===== src/rtl/dev_pkg.sv =====
// Shared types and constants for the bus-side device register file.
package dev_pkg;

    localparam int unsigned DEV_ADDR_W = 5;
    localparam int unsigned DEV_DATA_W = 8;
    localparam int unsigned DEV_DEPTH  = 2 ** DEV_ADDR_W;

    typedef logic [DEV_DATA_W-1:0] dev_byte_t;
    typedef logic [DEV_ADDR_W-1:0] dev_addr_t;

    localparam logic MODE_READ  = 1'b0;
    localparam logic MODE_WRITE = 1'b1;

endpackage


===== src/rtl/device_interface_if.sv =====
// CPU-side register access bus: address/enable/mode/data_in in, data_out back.
interface device_interface_if;
    import dev_pkg::*;

    dev_addr_t address;
    logic      enable;
    logic      mode;
    dev_byte_t data_in;
    dev_byte_t data_out;

    // CPU / bus initiator side
    modport master (
        output address,
        output enable,
        output mode,
        output data_in,
        input  data_out
    );

    // Register file side
    modport slave (
        input  address,
        input  enable,
        input  mode,
        input  data_in,
        output data_out
    );

endinterface


===== src/rtl/device_interface.sv =====
// 32 x 8-bit register file written/read by the CPU bus and exported in
// parallel to the owning peripheral.
module device_interface
    import dev_pkg::*;
(
    input  logic                  clk,
    input  logic                  rst_n,
    device_interface_if.slave     bus,
    output dev_byte_t             device_data [DEV_DEPTH-1:0]
);

    dev_byte_t regs_q [DEV_DEPTH-1:0];
    dev_byte_t regs_d [DEV_DEPTH-1:0];

    // Next-state: only an enabled write touches a single register.
    always_comb begin
        regs_d = regs_q;
        if (bus.enable && (bus.mode == MODE_WRITE)) begin
            regs_d[bus.address] = bus.data_in;
        end
    end

    // Register array with asynchronous clear; a write racing reset is lost.
    always_ff @(posedge clk or negedge rst_n) begin
        if (!rst_n) begin
            regs_q <= '{default: '0};
        end else begin
            regs_q <= regs_d;
        end
    end

    // Zero-latency read mux; bus returns 0 unless an enabled read is in progress.
    always_comb begin
        bus.data_out = '0;
        if (bus.enable && (bus.mode == MODE_READ)) begin
            bus.data_out = regs_q[bus.address];
        end
    end

    // Peripheral sees every register live, independent of bus activity.
    assign device_data = regs_q;

endmodule


===== src/flat_wrapper.sv =====
// flat-port wrapper written by rule: the top's interface ports become plain ports
module device_interface_flat import dev_pkg::*;
  (clk, rst_n, device_data, bus_address, bus_enable, bus_mode, bus_data_in, bus_data_out);
  device_interface_if bus_i ();
  input  logic clk;
  input  logic rst_n;
  output dev_byte_t device_data[DEV_DEPTH-1:0];
  input wire logic [$bits(bus_i.address)-1:0] bus_address;
  input wire logic [$bits(bus_i.enable)-1:0] bus_enable;
  input wire logic [$bits(bus_i.mode)-1:0] bus_mode;
  input wire logic [$bits(bus_i.data_in)-1:0] bus_data_in;
  output wire logic [$bits(bus_i.data_out)-1:0] bus_data_out;
  assign bus_i.address = bus_address;
  assign bus_i.enable = bus_enable;
  assign bus_i.mode = bus_mode;
  assign bus_i.data_in = bus_data_in;
  assign bus_data_out = bus_i.data_out;
  device_interface u_core (.clk(clk), .rst_n(rst_n), .bus(bus_i), .device_data(device_data));
endmodule

===== config.mk =====
export PLATFORM = sky130hd
export DESIGN_NAME = device_interface_flat
export DESIGN_NICKNAME = d
export VERILOG_FILES = /design/src/rtl/dev_pkg.sv /design/src/rtl/device_interface_if.sv /design/src/rtl/device_interface.sv /design/src/flat_wrapper.sv
export SDC_FILE = /design/constraint.sdc
export NUM_CORES = 1
export LEC_CHECK = 0
export BUFFER_PORTS_ARGS = -buffer_cell sky130_fd_sc_hd__buf_2
export CELL_PAD_IN_SITES_DETAIL_PLACEMENT = 1
export CELL_PAD_IN_SITES_GLOBAL_PLACEMENT = 1
export CORE_MARGIN = 5
export CORE_UTILIZATION = 44
export CTS_CLUSTER_DIAMETER = 200
export DETAILED_ROUTE_END_ITERATION = 8
export GPL_ROUTABILITY_DRIVEN = 0
export GPL_TIMING_DRIVEN = 0
export PLACE_DENSITY = 0.85
export SKIP_LAST_GASP = 1
export SYNTH_ARGS = -nofsm -noshare
export SYNTH_HDL_FRONTEND = slang
export SYNTH_SLANG_ARGS = --single-unit
export TNS_END_PERCENT = 100

===== constraint.sdc =====
create_clock -name clk -period 2.1 [get_ports clk]
set_input_delay 0.21 -clock clk [delete_from_list [all_inputs] [get_ports clk]]
set_output_delay 0.21 -clock clk [all_outputs]
set_load 0.005 [all_outputs]

# Yosys cells after proc, flatten, opt, wreduce, memory -nomap -nowiden
# Cells that the tools add are included.
# classes
magnitude_cmp	2
muxes	6
bitwise	1
n_reduce_logical	3
# ops
operator	n
bitwise mux 256 bit	1
binary-select mux 8 bit (select 5 bit)	1
demux 8 bit (select 5 bit)	1
2-to-1 mux 8 bit	3
< comparator 5 x 6 -> 1 bit, second input constant	1
>= comparator 5 x 1 -> 1 bit, second input constant	1
logical AND 1 bit	3
inverter 1 bit	1
# totals
register_bits	256
input_bits	17
output_inout_bits	264
wordCells	44

# Depth between registers and ports, before layout
# logic_depth
word_depth	5
mapped_depth	7
ltp_nobuf	4

# Worst setup path before layout
# No wires, ideal clock.
# synth_timing
path_type	input to output
start	input port bus_address[1]
end	output port bus_data_out[1]
t_arrival_ns	1.588
t_required_ns	1.890
setup_slack_ns	0.302
cell_stages	7
path_buffers	3
cell_sequence	buf_2 -> clkbuf_1 -> buf_2 -> mux2i_1 -> o22ai_1 -> nor4_1 -> a31oi_1
# synth_via
elab_chain_len	3
# synth_rtl
item	line	rtl
from (decl)	flat_wrapper.sv:8	input wire logic [$bits(bus_i.address)-1:0] bus_address;
binary-select mux 8 bit (select 5 bit)	device_interface.sv:36	bus.data_out = regs_q[bus.address];
2-to-1 mux 8 bit (not written as such)	device_interface.sv:36	
2-to-1 mux 8 bit	device_interface.sv:35	if (bus.enable && (bus.mode == MODE_READ)) begin
to (decl)	flat_wrapper.sv:12	output wire logic [$bits(bus_i.data_out)-1:0] bus_data_out;
# Every way passes these cells. The select of a mux whose other input is x is not followed.

# Worst setup path after layout
# layout_timing
start	input port bus_address[1]
end	output port bus_data_out[4]
# Same word-level chain as after synthesis.

==> flow_metrics.tcl <==
set metrics [dict create \
    synth_top_area_share_pct 53.8 \
    largest_reg_flops 256 \
    ys_ff_latch 256 \
    viasPerCell 6.07 \
    drt_iter0_drc 859 \
    fin_cells 1573 \
    clock_sinks 256 \
    crit_path_end "bus_data_out[4]" \
    clockBufferDepth 3 \
    grt_pass1_vias 10309 \
    post-route-period-util_pct 106 \
    finalSetupTns_ps -453 \
    die_y_um 175 \
    yosys_warnings 0 \
    crit_fanout 10 \
    n_fill_cell 2729 \
    rsz0062_at_grt "yes" \
    slew_viol_final 0 \
    synth-xor-area-share_pct 0 \
    detail_route.wirelength_um 49100 \
    vias 9551 \
    drt_pass1_iterations 5 \
    io_pins 281 \
    synth_area_leaders "dfrtp_1, mux2_2, mux2i_1" \
    grt_pass1_wl_um 70400 \
    maxCapViolations 0 \
    reg2reg_to "u_core.device_data[142]$_DFFE_PN0P_" \
    dieArea_um2 30500 \
    fin_skew_ps 0 \
    power_density_nw_per_um2 882 \
    synth_cell_types 32 \
    synthToLayoutAreaGrowth_pct 31.6 \
    synth_compound_area_share_pct 3.78 \
    start_kind "primary input" \
    htree_levels 1 \
    grt_usage_pct 30.9 \
    final_net_count 1229 \
    crit_path_end_kind "output pin" \
    rows 60 \
    min_path_type "primary input to async pin" \
    synth_area_per_cell_um2 13.7 \
    final_layout_size_suffix_gt1_share_pct 60.6 \
    tightest_slew_ps 1060 \
    numCtsBuffers 28 \
    reg2reg_slack_ps 1110 \
    reg2reg_depth 2 \
    slew_headroom_pct 29.5 \
    synth_simple_gate_area_share_pct 5.15 \
    finalSetupViolCount 8 \
    outcome "finished with violations" \
    path_class "primary input to output pin" \
    timing.final.crit_period_ps 2220 \
    initial_core_util_pct 44.4 \
    synth.largest_area_cell "dfrtp_1" \
    wire_per_inst_um 31.2 \
    grt_max_degree 113 \
    ir_drop_mv 0.709 \
    clock.fmax_mhz 451 \
    syn_nets 885 \
    leakagePower_nw 7.79 \
    antenna_left 0 \
    drcViolationCount 0 \
    root_buffer "clkbuf_16" \
    insertion_delay_ps 540 \
    io_buffer_count 279 \
    cp.arrival_ps 2010 \
    cts_tree "yes" \
    synth_seq_area_share_pct 53.8 \
    required_ps 1890 \
    violations "setup timing" \
    finalHoldViolCount 0 \
    core_area_um2 26800 \
    synth.area.mux_share_pct 35.0 \
    antenna_found_initial 7 \
    clkSlewWorstSetupHoldPaths_ps 60 \
    place_hpwl_um 33600 \
    synth_adder_area_share_pct 0 \
    syn_area_um2 11900 \
    dp.cells 1490 \
    fin_ws_ps -118 \
    netlist_instances 868 \
    cp-startpoint "bus_address[1]" \
    synth_top_family_by_area "multiplexers" \
    r2r_start "u_core.device_data[142]$_DFFE_PN0P_" \
    grt_overflow 0 \
    fp.dieW_um 175 \
]
==> cells in the mapped netlist (all sizes together) <==
| cell | count |
|---|---|
| dfrtp | 256 |
| mux2 | 256 |
| mux2i | 128 |
| o22ai | 64 |
| nor2 | 33 |
| clkbuf | 32 |
| buf | 31 |
| nand2 | 12 |
| a31oi | 8 |
| nor3 | 8 |
| nor4 | 8 |
| nand3 | 5 |
| nand4b | 5 |
| nand4bb | 4 |
| or4b | 4 |
| nand2b | 3 |
| nand3b | 2 |
| nand4 | 2 |
| or4bb | 2 |
| nor2b | 1 |
| nor3b | 1 |
| or2 | 1 |
| or3 | 1 |
| or4 | 1 |
==> cell usage in the layout (no fill, tap or decap), drive strengths merged <==
cell type    instances
nor3b                1
clkinv               3
nor3                 8
nand2b               3
or4b                 4
nand4                2
dfrtp              256
dlygate4sd3          9
or4bb                2
or3                  1
nor2                33
or2                  1
mux2i              128
nor4                 8
nand4bb              4
mux2               256
or4                  1
bufinv               1
clkbuf              74
diode                5
a31oi                8
nand4b               5
nand3b               2
buf                335
o22ai               64
nand2               12
nand3                5
nor2b                1
==> stage by stage <==
step	instance area (um^2)	worst slack [ps]	total power [W]	hold WS [ps]	util, %
after floorplan	11900	302	0.00722	-85.6	-
after global placement	13700	-3790	0.00851	492	51.2
after detailed placement	13800	-583	0.00867	109	51.5
after CTS	15400	-55.8	0.0137	140	57.3
after global routing	15700	-159	0.0143	159	58.5
final	15700	-118	0.0138	133	58.5
==> power by group <==
part	total [W]	internal (W)	switching, W
logic	0.00280	0.00138	0.00143
registers	0.00622	0.00559	0.000631
clock network	0.00480	0.00282	0.00198
==> cells by family (layout without fill, tap and decap cells) <==
family                 count (synthesis)  after routing
muxes                                384            384
DFF                                  256            256
and+or+nand+nor                       93             93
AOI/OAI and AO/OA                     72             72
buffers and inverters                 63            422
other                                  0              5
==> worst min-delay path by stage <==
stage                                                    from                                   to  slack [ps]  cells after the start
after CTS                                               rst_n  u_core.device_data[245]$_DFFE_PN0P_         140                      2
after detailed placement                                rst_n  u_core.device_data[245]$_DFFE_PN0P_         110                      1
after floorplan                                         rst_n    u_core.device_data[0]$_DFFE_PN0P_         -90                      0
after global routing                                    rst_n  u_core.device_data[245]$_DFFE_PN0P_         160                      2
after global placement    u_core.device_data[115]$_DFFE_PN0P_  u_core.device_data[115]$_DFFE_PN0P_         490                      1
final                                                   rst_n  u_core.device_data[245]$_DFFE_PN0P_         130                      2
==> layer usage <==
metal	track usage (%)	vias up	routed length, um
met1	39.0	4985	18900
met3	7.98	138	4260
met5	0	-	0
met4	15.0	0	2740
met2	49.7	522	23200
li1	-	3906	-
==> layout make-up <==
cell class              instances  area (um^2)  share of cell area (%)
plain buffers                  57          377                    2.40
repair buffers                320         1780                    11.3
clock inverters                 4         45.0                   0.287
well taps                     341          427                    2.72
flip-flops and latches        256         6410                    40.9
clock buffers                  41          831                    5.30
diodes                          5         12.5                  0.0798
multi-input cells             549         5800                    37.0
==> critical path, stage by stage <==
cell and delay (ps):
buf_2 200, clkbuf_8 250, buf_8 220, mux2i_2 330, o22ai_2 160, nor4_4 340, a31oi_4 140, buf_2 160
==> timing repair <==
action	in CTS	in global routing
pin swaps	16	17
hold endpoints to repair	73	0
hold buffers	9	0
cloned	0	0
endpoints found under the setup margin	8	8
setup buffers	17	13
resized for setup	105	44
No activity file was read; power rests on OpenSTA's default activity.
